## src/rtl/fib_pkg.sv

```systemverilog
// Shared types and constants for the Fibonacci sequencing controller.
package fib_pkg;

  localparam int DATA_W_DEF = 32;
  localparam int CNT_W_DEF  = 5;

  // Value of term 0 and term 1 of the series (1, 1, 2, 3, 5, ...).
  localparam int FIB_SEED = 1;

  typedef enum logic [1:0] {
    IDLE,
    EMIT,
    FIN
  } fib_state_e;

endpackage

```

## src/rtl/fib_seq_ctrl_if.sv

```systemverilog
// Command and term-stream bundle between a requester/consumer and fib_seq_ctrl.
interface fib_seq_ctrl_if
  import fib_pkg::*;
#(
  parameter int DATA_W = DATA_W_DEF,
  parameter int CNT_W  = CNT_W_DEF
) ();

  logic              start;
  logic [CNT_W-1:0]  n;
  logic              busy;
  logic [DATA_W-1:0] term;
  logic [CNT_W-1:0]  term_idx;
  logic              term_valid;
  logic              term_ready;
  logic              last;
  logic              done;
  logic              ovf;

  // Requester side: issues commands and consumes terms.
  modport master (
    output start, n, term_ready,
    input  busy, term, term_idx, term_valid, last, done, ovf
  );

  // Controller side.
  modport slave (
    input  start, n, term_ready,
    output busy, term, term_idx, term_valid, last, done, ovf
  );

endinterface

```

## src/rtl/fib_step.sv

```systemverilog
// Datapath adder producing the next term; carry flags a wrapped term.
module fib_step #(
  parameter int DATA_W = 32
) (
  input  logic [DATA_W-1:0] a,
  input  logic [DATA_W-1:0] b,
  output logic [DATA_W-1:0] sum,
  output logic              carry
);

  assign {carry, sum} = {1'b0, a} + {1'b0, b};

endmodule

```

## src/rtl/fib_seq_ctrl.sv

```systemverilog
// Clocked Fibonacci term generator: streams n terms over valid/ready, then pulses done.
module fib_seq_ctrl
  import fib_pkg::*;
#(
  parameter int DATA_W = DATA_W_DEF,
  parameter int CNT_W  = CNT_W_DEF
) (
  input logic           clk,
  input logic           rst,
  fib_seq_ctrl_if.slave bus
);

  fib_state_e        state_q, state_d;
  logic [DATA_W-1:0] a_q, b_q, sum;
  logic              carry;
  logic              b_carry_q;
  logic              ovf_q;
  logic [CNT_W-1:0]  idx_q, n_q;
  logic              is_last, accept, fire;
  logic              busy_c, valid_c, last_c, done_c;

  fib_step #(.DATA_W(DATA_W)) u_step (
    .a     (a_q),
    .b     (b_q),
    .sum   (sum),
    .carry (carry)
  );

  assign is_last = (idx_q == n_q - CNT_W'(1));
  assign accept  = (state_q == IDLE) && bus.start;
  assign fire    = (state_q == EMIT) && bus.term_ready;

  // State register; reset abandons any series in flight without a done pulse.
  always_ff @(posedge clk or posedge rst) begin
    if (rst) state_q <= IDLE;
    else     state_q <= state_d;
  end

  // Next-state logic and state-decoded handshake outputs.
  always_comb begin
    state_d = state_q;
    busy_c  = 1'b0;
    valid_c = 1'b0;
    last_c  = 1'b0;
    done_c  = 1'b0;
    case (state_q)
      IDLE: begin
        if (bus.start) state_d = (bus.n == '0) ? FIN : EMIT;
      end
      EMIT: begin
        busy_c  = 1'b1;
        valid_c = 1'b1;
        last_c  = is_last;
        if (bus.term_ready && is_last) state_d = FIN;
      end
      FIN: begin
        done_c  = 1'b1;
        state_d = IDLE;
      end
      default: state_d = IDLE;
    endcase
  end

  // Term registers: a is the presented term, b the next one; ovf rises as a wrapped b moves into a.
  always_ff @(posedge clk or posedge rst) begin
    if (rst) begin
      a_q       <= '0;
      b_q       <= '0;
      b_carry_q <= 1'b0;
      ovf_q     <= 1'b0;
      idx_q     <= '0;
      n_q       <= '0;
    end else if (accept) begin
      n_q       <= bus.n;
      ovf_q     <= 1'b0;
      idx_q     <= '0;
      a_q       <= DATA_W'(FIB_SEED);
      b_q       <= DATA_W'(FIB_SEED);
      b_carry_q <= 1'b0;
    end else if (fire && !is_last) begin
      a_q       <= b_q;
      b_q       <= sum;
      b_carry_q <= carry;
      ovf_q     <= ovf_q | b_carry_q;
      idx_q     <= idx_q + CNT_W'(1);
    end
  end

  assign bus.busy       = busy_c;
  assign bus.term_valid = valid_c;
  assign bus.last       = last_c;
  assign bus.done       = done_c;
  assign bus.term       = a_q;
  assign bus.term_idx   = idx_q;
  assign bus.ovf        = ovf_q;

endmodule

```

## src/flat_wrapper.sv

```systemverilog
// flat-port wrapper written by rule: the top's interface ports become plain ports
module fib_seq_ctrl_flat import fib_pkg::*;
#(
  parameter int DATA_W = DATA_W_DEF,
  parameter int CNT_W  = CNT_W_DEF
)
  (clk, rst, bus_start, bus_n, bus_term_ready, bus_busy, bus_term, bus_term_idx, bus_term_valid, bus_last, bus_done, bus_ovf);
  fib_seq_ctrl_if #(.DATA_W(DATA_W), .CNT_W(CNT_W)) bus_i ();
  input logic clk;
  input logic rst;
  input wire logic [$bits(bus_i.start)-1:0] bus_start;
  input wire logic [$bits(bus_i.n)-1:0] bus_n;
  input wire logic [$bits(bus_i.term_ready)-1:0] bus_term_ready;
  output wire logic [$bits(bus_i.busy)-1:0] bus_busy;
  output wire logic [$bits(bus_i.term)-1:0] bus_term;
  output wire logic [$bits(bus_i.term_idx)-1:0] bus_term_idx;
  output wire logic [$bits(bus_i.term_valid)-1:0] bus_term_valid;
  output wire logic [$bits(bus_i.last)-1:0] bus_last;
  output wire logic [$bits(bus_i.done)-1:0] bus_done;
  output wire logic [$bits(bus_i.ovf)-1:0] bus_ovf;
  assign bus_i.start = bus_start;
  assign bus_i.n = bus_n;
  assign bus_i.term_ready = bus_term_ready;
  assign bus_busy = bus_i.busy;
  assign bus_term = bus_i.term;
  assign bus_term_idx = bus_i.term_idx;
  assign bus_term_valid = bus_i.term_valid;
  assign bus_last = bus_i.last;
  assign bus_done = bus_i.done;
  assign bus_ovf = bus_i.ovf;
  fib_seq_ctrl #(.DATA_W(DATA_W), .CNT_W(CNT_W)) u_core (.clk(clk), .rst(rst), .bus(bus_i));
endmodule
```

## config.mk

```make
export PLATFORM = sky130hd
export DESIGN_NAME = fib_seq_ctrl_flat
export DESIGN_NICKNAME = d
export VERILOG_FILES = /design/src/rtl/fib_pkg.sv /design/src/rtl/fib_seq_ctrl_if.sv /design/src/rtl/fib_step.sv /design/src/rtl/fib_seq_ctrl.sv /design/src/flat_wrapper.sv
export SDC_FILE = /design/constraint.sdc
export NUM_CORES = 1
export LEC_CHECK = 0
export ABC_AREA = 1
export CAP_MARGIN = 20
export CORE_ASPECT_RATIO = 0.6
export CORE_UTILIZATION = 30
export CTS_BUF_LIST = sky130_fd_sc_hd__clkbuf_8
export DETAILED_ROUTE_END_ITERATION = 16
export SLEW_MARGIN = 15
export SYNTH_ARGS = -nofsm -noshare
export SYNTH_HDL_FRONTEND = slang
export SYNTH_HIERARCHICAL = 1
export SYNTH_SLANG_ARGS = --single-unit
```

## constraint.sdc

```tcl
create_clock -name clk -period 4.07 [get_ports clk]
set_input_delay 0.6105 -clock clk [delete_from_list [all_inputs] [get_ports clk]]
set_output_delay 0.6105 -clock clk [all_outputs]
set_load 0.02 [all_outputs]
```

# Yosys cells after proc, flatten, opt, wreduce, memory -nomap -nowiden
# Index checks and enable logic that the tools add are counted.
[op_classes]
addsub = 3
eq_ne = 5
mux = 17
n_bitwise = 1
reduce_logical = 9
[op_table]
columns = ["operator", "count"]
rows = [
  ["two-way mux 32 bit", 4],
  ["adder 32 x 32 -> 33 bit", 1],
  ["two-way mux 5 bit", 2],
  ["two-way mux 1 bit", 7],
  ["two-way mux 2 bit", 3],
  ["adder 5 x 1 -> 5 bit, second input constant", 1],
  ["== test 5 bit", 1],
  ["logical NOT 5 bit", 1],
  ["subtractor 5 x 1 -> 5 bit, second input constant", 1],
  ["logical AND 1 bit", 4],
  ["inequality test 2 bit, second input constant", 2],
  ["case mux 2 bit (2 select lines)", 1],
  ["== test 2 x 1 -> 1 bit, second input constant", 1],
  ["== test 2 bit, second input constant", 1],
  ["logical NOT 2 bit", 1],
  ["AND reduction 2 bit", 1],
  ["nonzero test 2 bit", 1],
  ["logical NOT 1 bit", 1],
  ["bitwise OR 1 bit", 1],
]
[totals]
reg_bits = 78
input_bits = 9
out_inout_bits = 42
wordCells = 42

# Longest topological paths before layout
[logic_depth]
ltp_word = 6
ltp_mapped = 16
depth_no_buf = 16

# Hierarchy
# Netlist, hierarchy kept.
[modules_own_cells]
columns = ["module", "instances", "cells_each", "area_per_inst_um2", "seq_area_each_um2"]
rows = [
  ["fib_seq_ctrl", 1, 488, 3694.8, 1951.9],
  ["fib_step", 1, 505, 2414.8, 0.0],
]

# Least setup slack after synthesis
# No wires, ideal clock.
[synth_timing]
kind = "reg-to-output"
startpoint = "reg u_core.n_q[0]"
endpoint = "out bus_last"
arrival_time_ps = 1648
required_ps = 3459
setup_slack_ps = 1811
path_stages_with_launch = 11
n_path_buf = 1
cell_sequence = "dfrtp_1 inv_2 ha_1 nand2_1 nand2_1 nor2_1 nand2_1 nor2_2 nand2_2 clkbuf_1 nor2_1"
[synth_via]
elab_chain_len = 3
[synth_lines]
columns = ["element", "line_no", "source"]
rows = [
  ["start, declared", "fib_seq_ctrl.sv:18", "logic [CNT_W-1:0] idx_q, n_q;"],
  ["start signal, assigned", "fib_seq_ctrl.sv:74", "n_q <= bus.n;"],
  ["subtractor 5 x 1 -> 5 bit", "fib_seq_ctrl.sv:29", "assign is_last = (idx_q == n_q - CNT_W'(1));"],
  ["== test 5 bit", "fib_seq_ctrl.sv:29", ""],
  ["two-way mux 1 bit", "fib_seq_ctrl.sv:46", "case (state_q)"],
  ["end, declared", "flat_wrapper.sv:18", "output wire logic [$bits(bus_i.last)-1:0] bus_last;"],
]
# Every way passes these cells.

# Worst setup path in the final report
# Same ends and word-level chain as after synthesis.

==> flow_metrics.env <==
export IMPL_finalSetupViolations=0
export IMPL_coreArea_um2=20000
export IMPL_cts_root_buf="clkbuf_8"
export IMPL_pwr_share_comb_pct=62.0
export IMPL_avgViaCountPerCell=4.50
export IMPL_p_int_uw=2510
export IMPL_synthMuxAreaShare_pct=0
export IMPL_ant_nets=0
export IMPL_drtIter0Drc=421
export IMPL_routedWlPerCell_um=12.8
export IMPL_final_max_slew_viol_count=0
export IMPL_firstDrtPassIters=6
export IMPL_use_met1_pct=29.0
export IMPL_hold_path_class="reg2reg"
export IMPL_rsz0062_at_grt="no"
export IMPL_vias=5896
export IMPL_avgSynthCellArea_um2=6.15
export IMPL_synthSimpleGateAreaFrac_pct=43.2
export IMPL_start_util_pct=30.6
export IMPL_clk_latency_ns=0.38
export IMPL_slowest_delay_ns=0.62
export IMPL_synth_fa_ha_area_share_pct=7.29
export IMPL_end_kind="primary output"
export IMPL_drive_above_1_share_pct=5.50
export IMPL_dp_hpwl_um=12700
export IMPL_cpMostUsedCell="nand2_1"
export IMPL_syn_area_um2=6110
export IMPL_finalCriticalPeriod_ns=2.93
export IMPL_finalWorstSetupSlack_ns=1.14
export IMPL_cts_tree="done"
export IMPL_ctsResizeCount=0
export IMPL_outcome="finished, final reports clean"
export IMPL_swShare_pct=50.6
export IMPL_route_detailed_drc=0
export IMPL_met2_usage_pct=21.6
export IMPL_antenna_cells=0
export IMPL_worst_ep_required_time_ns=3.46
export IMPL_grt_util_met3_pct=3.73
export IMPL_ys_seq_elements=78
export IMPL_track_usage_pct=17.3
export IMPL_tightest_slew_ns=0.796
export IMPL_power_share_clock_pct=12.3
export IMPL_final_setup_tns_ns=0
export IMPL_crit_path_top_delay_cell="clkdlybuf4s50_1"
export IMPL_leakage_uw=0.00430
export IMPL_cp_arrival_ns=2.32
export IMPL_ctsHoldBuffers=0
export IMPL_place_ws_ns=1.54
export IMPL_cts_setup_buffers=0
export IMPL_cts_buffers=9
export IMPL_synth_xor_area_share_pct=2.58
export IMPL_synth_area_top_cells="dfrtp_1 32%, nand2_1 28%, inv_1 9.5%"
export IMPL_clk_path_buf_depth=2
export IMPL_fin_nets=1076
export IMPL_yosys_area_top_type="dfrtp_1"
export IMPL_cts_htree_levels=3
export IMPL_netlist_instances=993
export IMPL_synth_compound_area_share_pct=2.64
export IMPL_synth_top_area_share_pct=31.9
export IMPL_skew_ns=0.0113
export IMPL_cap_viol_max_count=0
export IMPL_worst_slew_margin_rel_pct=46.9
export IMPL_die_w_um=186
export IMPL_timing_critical_path_max_delay_family="buffers and inverters"
export IMPL_clock_sinks=78
export IMPL_ir_drop_mv=0.263
export IMPL_overflow=0
export IMPL_cts_clk_slew_worst_paths_ns=0.08
export IMPL_power_density_nw_per_um2=717
export IMPL_worstPathMaxFanout=3
export IMPL_io_buffers=50
export IMPL_antenna_found_initial=0
export IMPL_pwr_share_seq_pct=25.8
export IMPL_ys_warn_count=6
export IMPL_crit_buf_inv=3
export IMPL_grt_pass1_vias=5431
export IMPL_grt_most_used_layer="met1"
export IMPL_syn2layout_area_growth_pct=16.0
export IMPL_hold_violations=0
export IMPL_grt_max_degree=73
export IMPL_grt_first_pass_wirelength_um=28100
export IMPL_worstSetupPathType="reg2out"
export IMPL_synth_top_family_by_area="simple AND/OR/NAND/NOR gates"
export IMPL_syn_num_nets=1037
export IMPL_gp_congestion=0.896
export IMPL_worstPathCellList="inv_2, ha_1, inv_1, nand2_1, nand2_1, nor2_1, nand2_1, nor2_2, nand2_2, nor2_1, clkdlybuf4s50_1"
export IMPL_fillers=2206
export IMPL_routed_wl_um=16800
export IMPL_ys_seq_area_share_pct=31.9
export IMPL_power_switching_uw=2570
export IMPL_dieHeight_um=113
export IMPL_fmax_mhz=342
export IMPL_yosysUniqueCellTypes=30
export IMPL_row_count=40
export IMPL_fin_crit_sh_pct=71.9
export IMPL_boundaryPins=51
export IMPL_die_area_um2=21000
export IMPL_critPathLaunchType="register"
worst paths after layout:
path / startpoint / endpoint / slack, ns / cells after the start
worst max-delay path: u_core/n_q[0] / bus_last / 1.14 / 11
worst min-delay path: u_core/b_carry_q / u_core/b_carry_q / 0.49 / 2
worst max register to register: u_core/n_q[0] / u_core/b_q[21] / 1.47 / 15
worst min register to register: u_core/b_carry_q / u_core/b_carry_q / 0.49 / 2
max in group asynchronous: rst / u_core/bus.term[15] / 2.77 / 3
min in group asynchronous: rst / u_core/bus.ovf / 0.55 / 2
flip-flops by register name, summed over array words and instances (netlist names):
register             count
u_core/n_q               5
u_core/state_q           2
u_core/bus.term         32
u_core/bus.term_idx      5
u_core/bus.ovf           1
u_core/b_q              32
u_core/b_carry_q         1
cells in the mapped netlist:
library cell / instances
a21o_1: 1
a21oi_1: 21
a31oi_1: 1
buf_1: 4
buf_2: 9
buf_4: 1
buf_6: 2
clkbuf_1: 13
dfrtp_1: 78
fa_1: 1
ha_1: 34
inv_1: 155
inv_2: 9
nand2_1: 448
nand2_2: 12
nand2_4: 1
nand3_1: 102
nand3_2: 3
nand3b_1: 2
nand4_1: 8
nor2_1: 47
nor2_2: 4
nor3_1: 6
nor4_1: 2
o21ai_0: 7
o21bai_1: 1
or2_2: 2
or2_4: 1
xnor2_1: 1
xor2_1: 17
worst min-delay path, stage by stage (launching register included):
cell and delay [ns]:
dfrtp_1 0.34, nand3_1 0.07, nand2_1 0.06
routing by layer:
layer / share of wire [%] / up-vias
met4: 0.54 / 0
met1: 59 / 2676
met3: 5.9 / 7
met5: 0 / -
li1: - / 3104
met2: 35 / 109
layout make-up:
class / count / area (um^2) / share of cell area (%)
timing repair buffer: 57 / 553 / 7.81
sequential: 78 / 1950 / 27.6
clock buffer: 12 / 165 / 2.33
tap: 273 / 342 / 4.82
multi-input combinational: 722 / 3410 / 48.2
inverter: 164 / 617 / 8.71
clock inverter: 3 / 42.5 / 0.600
per-stage QoR:
stage          hold slack [ns]  instances  instance area, um^2  power, uW  util (%)
4_1_cts                  0.498       1309                 7080       5110      35.5
6_report                 0.494       1309                 7080       5080      35.5
3_5_place_dp             0.479       1294                 6880       4450      34.4
5_1_grt                  0.550       1309                 7080       5640      35.5
2_1_floorplan            0.453        993                 6110       3600         -
3_3_place_gp             0.474       1294                 6880       4420      34.4
kinds of logic (layout without fill, tap and decap cells):
kind of cell | Yosys count | after routing
compound gates | 31 | 31
xor+xnor | 18 | 18
fa+ha+maj | 35 | 35
buf+inv | 193 | 236
flops | 78 | 78
simple gates | 638 | 638
cell usage in the layout, fill, tap and decap left out:
cell type / instances
ha_1: 34
inv_1: 154
inv_2: 9
nand3b_1: 2
nor4_1: 2
clkinv_2: 2
fa_1: 1
or2_4: 1
dfrtp_1: 78
nor2_2: 5
a21oi_1: 21
buf_4: 7
nand2_4: 2
a31oi_1: 1
xor2_1: 17
nand4_1: 8
clkbuf_8: 12
nand3_1: 102
o21bai_1: 1
bufinv_16: 1
o21ai_0: 7
a21o_1: 1
nor3_1: 6
clkdlybuf4s50_1: 50
clkinvlp_4: 1
nor2_1: 46
nand2_1: 447
xnor2_1: 1
nand2_2: 12
nand3_2: 3
or2_2: 2
power by group through the flow:
stage               sequential [uW]  clock [uW]  combinational [uW]
floorplan                      1380           0                2220
global placement               1320           0                3090
detailed placement             1330           0                3120
CTS                            1310         648                3140
global route                   1360         684                3600
finish                         1310         623                3150
(Power assumes the default switching activity.)
